===== config.mk =====
export PLATFORM = sky130hd
export DESIGN_NAME = ex_stage
export DESIGN_NICKNAME = d
export VERILOG_FILES = /design/src/rtl/ex_stage.sv
export SDC_FILE = /design/constraint.sdc
export NUM_CORES = 1
export LEC_CHECK = 0
export BUFFER_PORTS_ARGS = -buffer_cell sky130_fd_sc_hd__buf_2
export CORE_ASPECT_RATIO = 2
export CORE_MARGIN = 2
export CORE_UTILIZATION = 50
export DETAILED_ROUTE_END_ITERATION = 7
export PLACE_DENSITY = 0.77
export SLEW_MARGIN = 20
export SYNTH_ARGS = -nofsm -noshare
export SYNTH_HDL_FRONTEND = slang
export SYNTH_SLANG_ARGS = --single-unit
export TNS_END_PERCENT = 5

===== constraint.sdc =====
create_clock -name clk -period 6.31 [get_ports clk]
set_input_delay 0.9465 -clock clk [delete_from_list [all_inputs] [get_ports clk]]
set_output_delay 0.9465 -clock clk [all_outputs]
set_load 0.02 [all_outputs]

===== src/rtl/ex_stage.sv =====
// MIPS R2000 execute stage: ALU, destination mux, branch adder, EX/MEM register and 32-cycle HI/LO mul/div unit.
// Define EX_OVERFLOW_EN to add the ovf output and squash ADD/SUB results that overflow (signed).
module ex_stage #(
    parameter int MD_CYCLES = 32
) (
    input  logic        clk,
    input  logic        rst,
    input  logic [1:0]  wb_EX,
    input  logic [2:0]  m_EX,
    input  logic [3:0]  alu_op,
    input  logic        alu_src,
    input  logic        reg_dst,
    input  logic        md_start,
    input  logic [1:0]  md_op,
    input  logic [31:0] read_data1,
    input  logic [31:0] read_data2,
    input  logic [31:0] imm_ext,
    input  logic [31:0] pc_plus4,
    input  logic [4:0]  rt,
    input  logic [4:0]  rd,
    output logic [1:0]  wb_MEM,
    output logic [2:0]  m,
    output logic        zero,
    output logic [31:0] address_MEM,
    output logic [31:0] write_data_mem,
    output logic [4:0]  reg_MEM,
    output logic [31:0] branch_addr_MEM,
`ifdef EX_OVERFLOW_EN
    output logic        ovf,
`endif
    output logic        md_busy,
    output logic        ex_stall
);

    localparam logic [3:0] ALU_AND  = 4'b0000;
    localparam logic [3:0] ALU_OR   = 4'b0001;
    localparam logic [3:0] ALU_ADD  = 4'b0010;
    localparam logic [3:0] ALU_SUB  = 4'b0110;
    localparam logic [3:0] ALU_SLT  = 4'b0111;
    localparam logic [3:0] ALU_SLTU = 4'b1000;
    localparam logic [3:0] ALU_XOR  = 4'b1001;
    localparam logic [3:0] ALU_NOR  = 4'b1010;
    localparam logic [3:0] ALU_LUI  = 4'b1100;
    localparam logic [3:0] ALU_MFHI = 4'b1101;
    localparam logic [3:0] ALU_MFLO = 4'b1110;

    localparam int CNT_W = $clog2(MD_CYCLES);
    localparam logic [CNT_W-1:0] CNT_LAST = CNT_W'(MD_CYCLES - 1);

    logic [31:0]      op_b_s, sum_s, diff_s, result_s;
    logic             trap_s, md_accept_s;
    logic [31:0]      hi_r, lo_r;
    logic             busy_r;
    logic [CNT_W-1:0] cnt_r;
    logic [1:0]       mop_r;
    logic [31:0]      a_r, b_r, acc_r, q_r, mcand_r;
    logic [32:0]      mul_sum_s, div_sh_s, div_diff_s;
    logic [31:0]      acc_nx_s, q_nx_s, hi_fin_s, lo_fin_s;
    logic [63:0]      prod_s;
    logic             neg_a_s, neg_b_s;

    function automatic logic [31:0] magnitude(input logic [31:0] v, input logic is_signed);
        return (is_signed && v[31]) ? (32'd0 - v) : v;
    endfunction

    // ALU: operand select and result mux
    always_comb begin
        op_b_s   = alu_src ? imm_ext : read_data2;
        sum_s    = read_data1 + op_b_s;
        diff_s   = read_data1 - op_b_s;
        result_s = 32'd0;
        case (alu_op)
            ALU_AND:  result_s = read_data1 & op_b_s;
            ALU_OR:   result_s = read_data1 | op_b_s;
            ALU_XOR:  result_s = read_data1 ^ op_b_s;
            ALU_NOR:  result_s = ~(read_data1 | op_b_s);
            ALU_ADD:  result_s = sum_s;
            ALU_SUB:  result_s = diff_s;
            ALU_SLT:  result_s = {31'd0, ($signed(read_data1) < $signed(op_b_s))};
            ALU_SLTU: result_s = {31'd0, (read_data1 < op_b_s)};
            ALU_LUI:  result_s = {op_b_s[15:0], 16'h0000};
            ALU_MFHI: result_s = hi_r;
            ALU_MFLO: result_s = lo_r;
            default:  result_s = 32'd0;
        endcase
    end

`ifdef EX_OVERFLOW_EN
    // Signed overflow detection for ADD/SUB
    always_comb begin
        if (alu_op == ALU_ADD) begin
            trap_s = (read_data1[31] == op_b_s[31]) && (sum_s[31] != read_data1[31]);
        end else if (alu_op == ALU_SUB) begin
            trap_s = (read_data1[31] != op_b_s[31]) && (diff_s[31] != read_data1[31]);
        end else begin
            trap_s = 1'b0;
        end
    end
`else
    assign trap_s = 1'b0;
`endif

    assign md_accept_s = md_start & ~busy_r;
    assign md_busy     = busy_r;
    assign ex_stall    = busy_r & (md_start | (alu_op == ALU_MFHI) | (alu_op == ALU_MFLO));

    // One radix-2 iteration: shift-add multiply or restoring divide on magnitudes
    always_comb begin
        mul_sum_s  = {1'b0, acc_r} + {1'b0, (q_r[0] ? mcand_r : 32'd0)};
        div_sh_s   = {acc_r, q_r[31]};
        div_diff_s = div_sh_s - {1'b0, mcand_r};
        if (mop_r[1]) begin
            if (!div_diff_s[32]) begin
                acc_nx_s = div_diff_s[31:0];
                q_nx_s   = {q_r[30:0], 1'b1};
            end else begin
                acc_nx_s = div_sh_s[31:0];
                q_nx_s   = {q_r[30:0], 1'b0};
            end
        end else begin
            acc_nx_s = mul_sum_s[32:1];
            q_nx_s   = {mul_sum_s[0], q_r[31:1]};
        end
    end

    // Sign fix-up applied to the final iteration's result
    always_comb begin
        neg_a_s = ~mop_r[0] & a_r[31];
        neg_b_s = ~mop_r[0] & b_r[31];
        prod_s  = {acc_nx_s, q_nx_s};
        if (mop_r[1]) begin
            if (b_r == 32'd0) begin
                hi_fin_s = a_r;
                lo_fin_s = 32'hFFFF_FFFF;
            end else begin
                hi_fin_s = neg_a_s ? (32'd0 - acc_nx_s) : acc_nx_s;
                lo_fin_s = (neg_a_s ^ neg_b_s) ? (32'd0 - q_nx_s) : q_nx_s;
            end
        end else begin
            if (neg_a_s ^ neg_b_s) begin
                prod_s = 64'd0 - prod_s;
            end else begin
                prod_s = prod_s;
            end
            hi_fin_s = prod_s[63:32];
            lo_fin_s = prod_s[31:0];
        end
    end

    // Multiply/divide sequencer and HI/LO registers
    always_ff @(posedge clk) begin
        if (rst) begin
            busy_r  <= 1'b0;
            cnt_r   <= '0;
            mop_r   <= 2'b00;
            a_r     <= 32'd0;
            b_r     <= 32'd0;
            acc_r   <= 32'd0;
            q_r     <= 32'd0;
            mcand_r <= 32'd0;
            hi_r    <= 32'd0;
            lo_r    <= 32'd0;
        end else if (md_accept_s) begin
            busy_r  <= 1'b1;
            cnt_r   <= '0;
            mop_r   <= md_op;
            a_r     <= read_data1;
            b_r     <= read_data2;
            acc_r   <= 32'd0;
            q_r     <= magnitude(read_data1, ~md_op[0]);
            mcand_r <= magnitude(read_data2, ~md_op[0]);
        end else if (busy_r) begin
            acc_r <= acc_nx_s;
            q_r   <= q_nx_s;
            cnt_r <= cnt_r + CNT_W'(1);
            if (cnt_r == CNT_LAST) begin
                busy_r <= 1'b0;
                cnt_r  <= '0;
                hi_r   <= hi_fin_s;
                lo_r   <= lo_fin_s;
            end
        end
    end

    // EX/MEM pipeline register; a stall or overflow trap inserts a bubble
    always_ff @(posedge clk) begin
        if (rst || ex_stall) begin
            wb_MEM          <= 2'b00;
            m               <= 3'b000;
            zero            <= 1'b0;
            address_MEM     <= 32'd0;
            write_data_mem  <= 32'd0;
            reg_MEM         <= 5'd0;
            branch_addr_MEM <= 32'd0;
`ifdef EX_OVERFLOW_EN
            ovf             <= 1'b0;
`endif
        end else begin
            wb_MEM          <= trap_s ? 2'b00 : wb_EX;
            m               <= trap_s ? 3'b000 : m_EX;
            zero            <= (result_s == 32'd0);
            address_MEM     <= result_s;
            write_data_mem  <= read_data2;
            reg_MEM         <= reg_dst ? rd : rt;
            branch_addr_MEM <= pc_plus4 + {imm_ext[29:0], 2'b00};
`ifdef EX_OVERFLOW_EN
            ovf             <= trap_s;
`endif
        end
    end

endmodule

==> flow_metrics.py <==
metrics = {
    "outcome": {
        "status": "complete, but fails checks",
        "violations": "design-rule violations",
    },
    "die": {
        "fp.dieW_um": 169,
        "core_area_um2": 53600,
        "initial_utilization": 0.507,
        "ios": 263,
        "rows": 120,
        "design.die.area_um2": 56300,
        "die_h_um": 334,
    },
    "critical_path": {
        "r2r-start": "q_r[31]",
        "endpoint": "hi_r[26]",
        "critPathArrivalTime_ns": 6.47,
        "startpoint_type": "flop",
        "rrSetupSlack_ns": 0.31,
        "crit_chain": "inv_1 > ha_1 > inv_1 > fa_1 > a211oi_1 > o211ai_1 > nand3_1 > nor3b_4 > o211a_2 > a211oi_4 > mux2i_1 > a21oi_1 > ha_1 > o21ai_0 > nor4b_4 > nand3_2 > nor2_1 > o32ai_1 > a21o_1 > a2111oi_2",
        "crit_required_ns": 6.78,
        "critical_path.slowest_cell": "nor4b_4",
        "critical_path_class": "reg2reg",
        "crit_start": "q_r[31]",
        "worstReg2RegEnd": "hi_r[26]",
        "cp.depth": 20,
        "r2r_cells": 20,
        "end_kind": "flop",
        "slowest_delay_ns": 0.55,
        "path_max_fanout": 7,
        "crit_buf_inv": 2,
        "critPathTopFamily": "compound AO/OA/AOI/OAI gates",
    },
    "clock_tree": {
        "clockRootBuffer": "clkbuf_16",
        "clock-sinks": 338,
        "hold_buffers": 0,
        "cts_buffer_depth": 3,
        "h-tree-depth": 2,
        "cts_resized": 0,
        "path_clk_slew_ns": 0.07,
        "cts_tree": "done",
        "numCtsBuffers": 34,
        "post-cts-setup-buffers": 0,
        "clk_latency_ns": 0.58,
    },
    "drt": {
        "wl_per_cell_um": 25.1,
        "firstDrtPassIters": 8,
        "drc": 4,
        "via_count": 29334,
        "wirelength_um": 114000,
        "ant_nets": 0,
        "drt_iter0_markers": 2826,
        "vias_per_cell": 6.48,
    },
    "logic_synthesis": {
        "ys_async_sr_fraction": 0,
        "synth_warnings": 0,
        "yosysSeqAreaShare": 0.249,
        "synth.lib_cells_used.distinct": 109,
        "synth_fp_nets": 3969,
        "synth_edf_count": 0,
        "synth_area_um2": 27200,
        "avgSynthCellArea_um2": 7.52,
        "synth-main-ff-cell": "dfxtp_1",
        "synthCells": 3611,
        "synth_seq_cells": 338,
    },
    "grt": {
        "grt_overflow": 0,
        "grt_max_degree": 89,
        "track_usage": 0.394,
        "antenna_found_initial": 14,
        "grt_pass1_wl_um": 169000,
        "grt_pass1_vias": 28531,
    },
    "flow_run": {
        "maxCapViolCount": 0,
    },
    "finish": {
        "final_cells": 4529,
        "drive_gt1_frac": 0.143,
        "nets": 4177,
        "area_delta_synth_final_pct": 13.2,
        "nFillCells": 5046,
        "multiInputGateArea_um2": 18900,
        "register_area_um2": 6770,
    },
    "place": {
        "globalplace.congestion": 1.09,
        "place_hpwl_um": 87000,
        "dp.cells": 4453,
        "port_buffers": 262,
    },
    "sta": {
        "fmax_mhz": 167,
        "fin_tns_setup_ns": 0,
        "setup_viol": 0,
        "final.period_utilization": 0.951,
        "slew_viol_final": 0,
        "worst_pin_slew_ns": 1.16,
        "grt_setup_unrepaired": "false",
        "fin_skew_ns": 0.0389,
        "fin_crit_ns": 6.00,
        "hold_viol": 0,
        "holdWs_ns": 0.458,
        "slew-limit-headroom": 0.226,
    },
    "power": {
        "finalPower_mw": 7.16,
        "powerDensity_nw_per_um2": 233,
        "peakVddDrop_mv": 0.260,
        "p_leak_nw": 13.1,
    },
    "worst_hold_path": {
        "holdCritPathClass": "reg2reg",
    },
}
[worst min path at each step]
| stage | from | to | slack (ns) | cells past startpoint |
|---|---|---|---|---|
| 6_report | a_r[20] | a_r[20] | 0.46 | 2 |
| 5_1_grt | a_r[20] | a_r[20] | 0.47 | 2 |
| 4_1_cts | a_r[12] | a_r[12] | 0.46 | 2 |
| 3_5_place_dp | a_r[20] | a_r[20] | 0.45 | 2 |
| 3_3_place_gp | b_r[13] | b_r[13] | 0.44 | 2 |
| 2_1_floorplan | hi_r[22] | hi_r[22] | 0.42 | 2 |
[logic make-up (layout without fill, tap and decap cells)]
| family | Yosys count | in the layout | share of synthesized area |
|---|---|---|---|
| AO/OA/AOI/OAI | 1082 | 1082 | 0.269 |
| XOR/XNOR | 202 | 202 | 0.0651 |
| adder cells (fa/ha/maj) | 204 | 204 | 0.0953 |
| buffers and inverters | 395 | 627 | 0.0566 |
| flip-flops | 338 | 338 | 0.249 |
| multiplexers | 119 | 119 | 0.0456 |
| other | 0 | 15 | 0 |
| AND/OR/NAND/NOR | 1271 | 1271 | 0.220 |
[worst min-delay path: cells and delay by family (launching register included)]
family | cells | cell delay [ns]
DFF | 1 | 0.31
and+or+nand+nor | 1 | 0.05
AOI/OAI and AO/OA | 1 | 0.05
[synth_stat cells (9+ instances only)]
master / number / area, um^2
nor2_1: 433 / 1630
nand2_1: 352 / 1320
dfxtp_1: 338 / 6770
a21oi_1: 315 / 1580
ha_1: 199 / 2490
clkbuf_1: 180 / 676
inv_1: 176 / 661
o21ai_0: 154 / 771
a211oi_1: 122 / 916
xnor2_1: 116 / 1020
and2_1: 91 / 569
xor2_1: 86 / 753
mux2i_1: 83 / 831
nor3_1: 83 / 415
nand3_1: 67 / 335
a21o_1: 56 / 420
a31oi_1: 45 / 282
o211ai_1: 41 / 308
or3_1: 39 / 244
mux2_2: 35 / 394
a22oi_1: 33 / 248
nand2b_1: 33 / 206
nor4_1: 32 / 200
nand4_1: 30 / 188
and3_1: 27 / 169
o31ai_1: 26 / 195
a221oi_1: 24 / 210
o21a_1: 23 / 173
o221ai_1: 22 / 193
o21bai_1: 21 / 158
a311oi_1: 18 / 158
buf_1: 18 / 67.6
nor2b_1: 17 / 106
o2111ai_1: 16 / 140
a221o_1: 14 / 140
buf_2: 14 / 70.1
o22ai_1: 13 / 81.3
a41oi_1: 12 / 105
o41ai_1: 12 / 105
or2_2: 12 / 75.1
a2111oi_0: 10 / 87.6
a222oi_1: 9 / 90.1
[layer usage]
metal	wire length, um	up-vias	track usage
met3	8340	550	0.0625
met1	37300	13755	0.395
met5	0	-	0
met2	54800	1577	0.682
met4	13200	0	0.380
li1	-	13452	-
[cell type report]
type	count	area share
diodes	15	0.00122
clock buffers	45	0.0316
clock inverters	15	0.00785
inverters	177	0.0216
multi-input cells	2878	0.616
flip-flops and latches	338	0.220
well taps	671	0.0273
repair buffers	390	0.0745
[placed cells by master (no fill, tap or decap), types with 15 or more instances in the layout]
| cell | count |
|---|---|
| diode_2 | 15 |
| inv_1 | 176 |
| and2_1 | 90 |
| o2111ai_1 | 16 |
| a221oi_1 | 24 |
| o211ai_1 | 41 |
| buf_4 | 127 |
| o21bai_1 | 21 |
| o31ai_1 | 26 |
| a31oi_1 | 45 |
| and3_1 | 27 |
| a21oi_1 | 315 |
| ha_1 | 199 |
| or3_1 | 39 |
| nand3_1 | 67 |
| xnor2_1 | 116 |
| mux2i_1 | 83 |
| a311oi_1 | 18 |
| a211oi_1 | 122 |
| o21a_1 | 23 |
| a21o_1 | 56 |
| o221ai_1 | 22 |
| nor2_1 | 430 |
| a22oi_1 | 33 |
| nand2b_1 | 31 |
| nand4_1 | 30 |
| buf_2 | 261 |
| clkbuf_16 | 34 |
| nor3_1 | 83 |
| dfxtp_1 | 336 |
| mux2_2 | 35 |
| xor2_1 | 86 |
| o21ai_0 | 154 |
| nor4_1 | 31 |
| nand2_1 | 352 |
[power breakdown]
group / internal (mW) / switching [mW]
clock: 1.30 / 0.973
combinational: 0.896 / 1.61
sequential: 2.26 / 0.111
total: 4.46 / 2.70
[metrics by stage]
stage	instance area, um^2	setup slack [ns]	utilization
4_1_cts	30700	0.580	0.573
3_5_place_dp	29500	0.385	0.550
6_report	30800	0.310	0.574
2_1_floorplan	27200	0.766	-
5_1_grt	30700	0.0683	0.574
3_3_place_gp	29500	0.449	0.550
[flip-flops by register name, summed over array words and instances, names as in the netlist, 5 cells and up]
register / count
lo_r: 32
mcand_r: 31
b_r: 32
write_data_mem: 32
acc_r: 32
a_r: 32
reg_MEM: 5
branch_addr_MEM: 32
address_MEM: 32
hi_r: 32
cnt_r: 5
q_r: 32
Power figures use the tool's default switching activity.
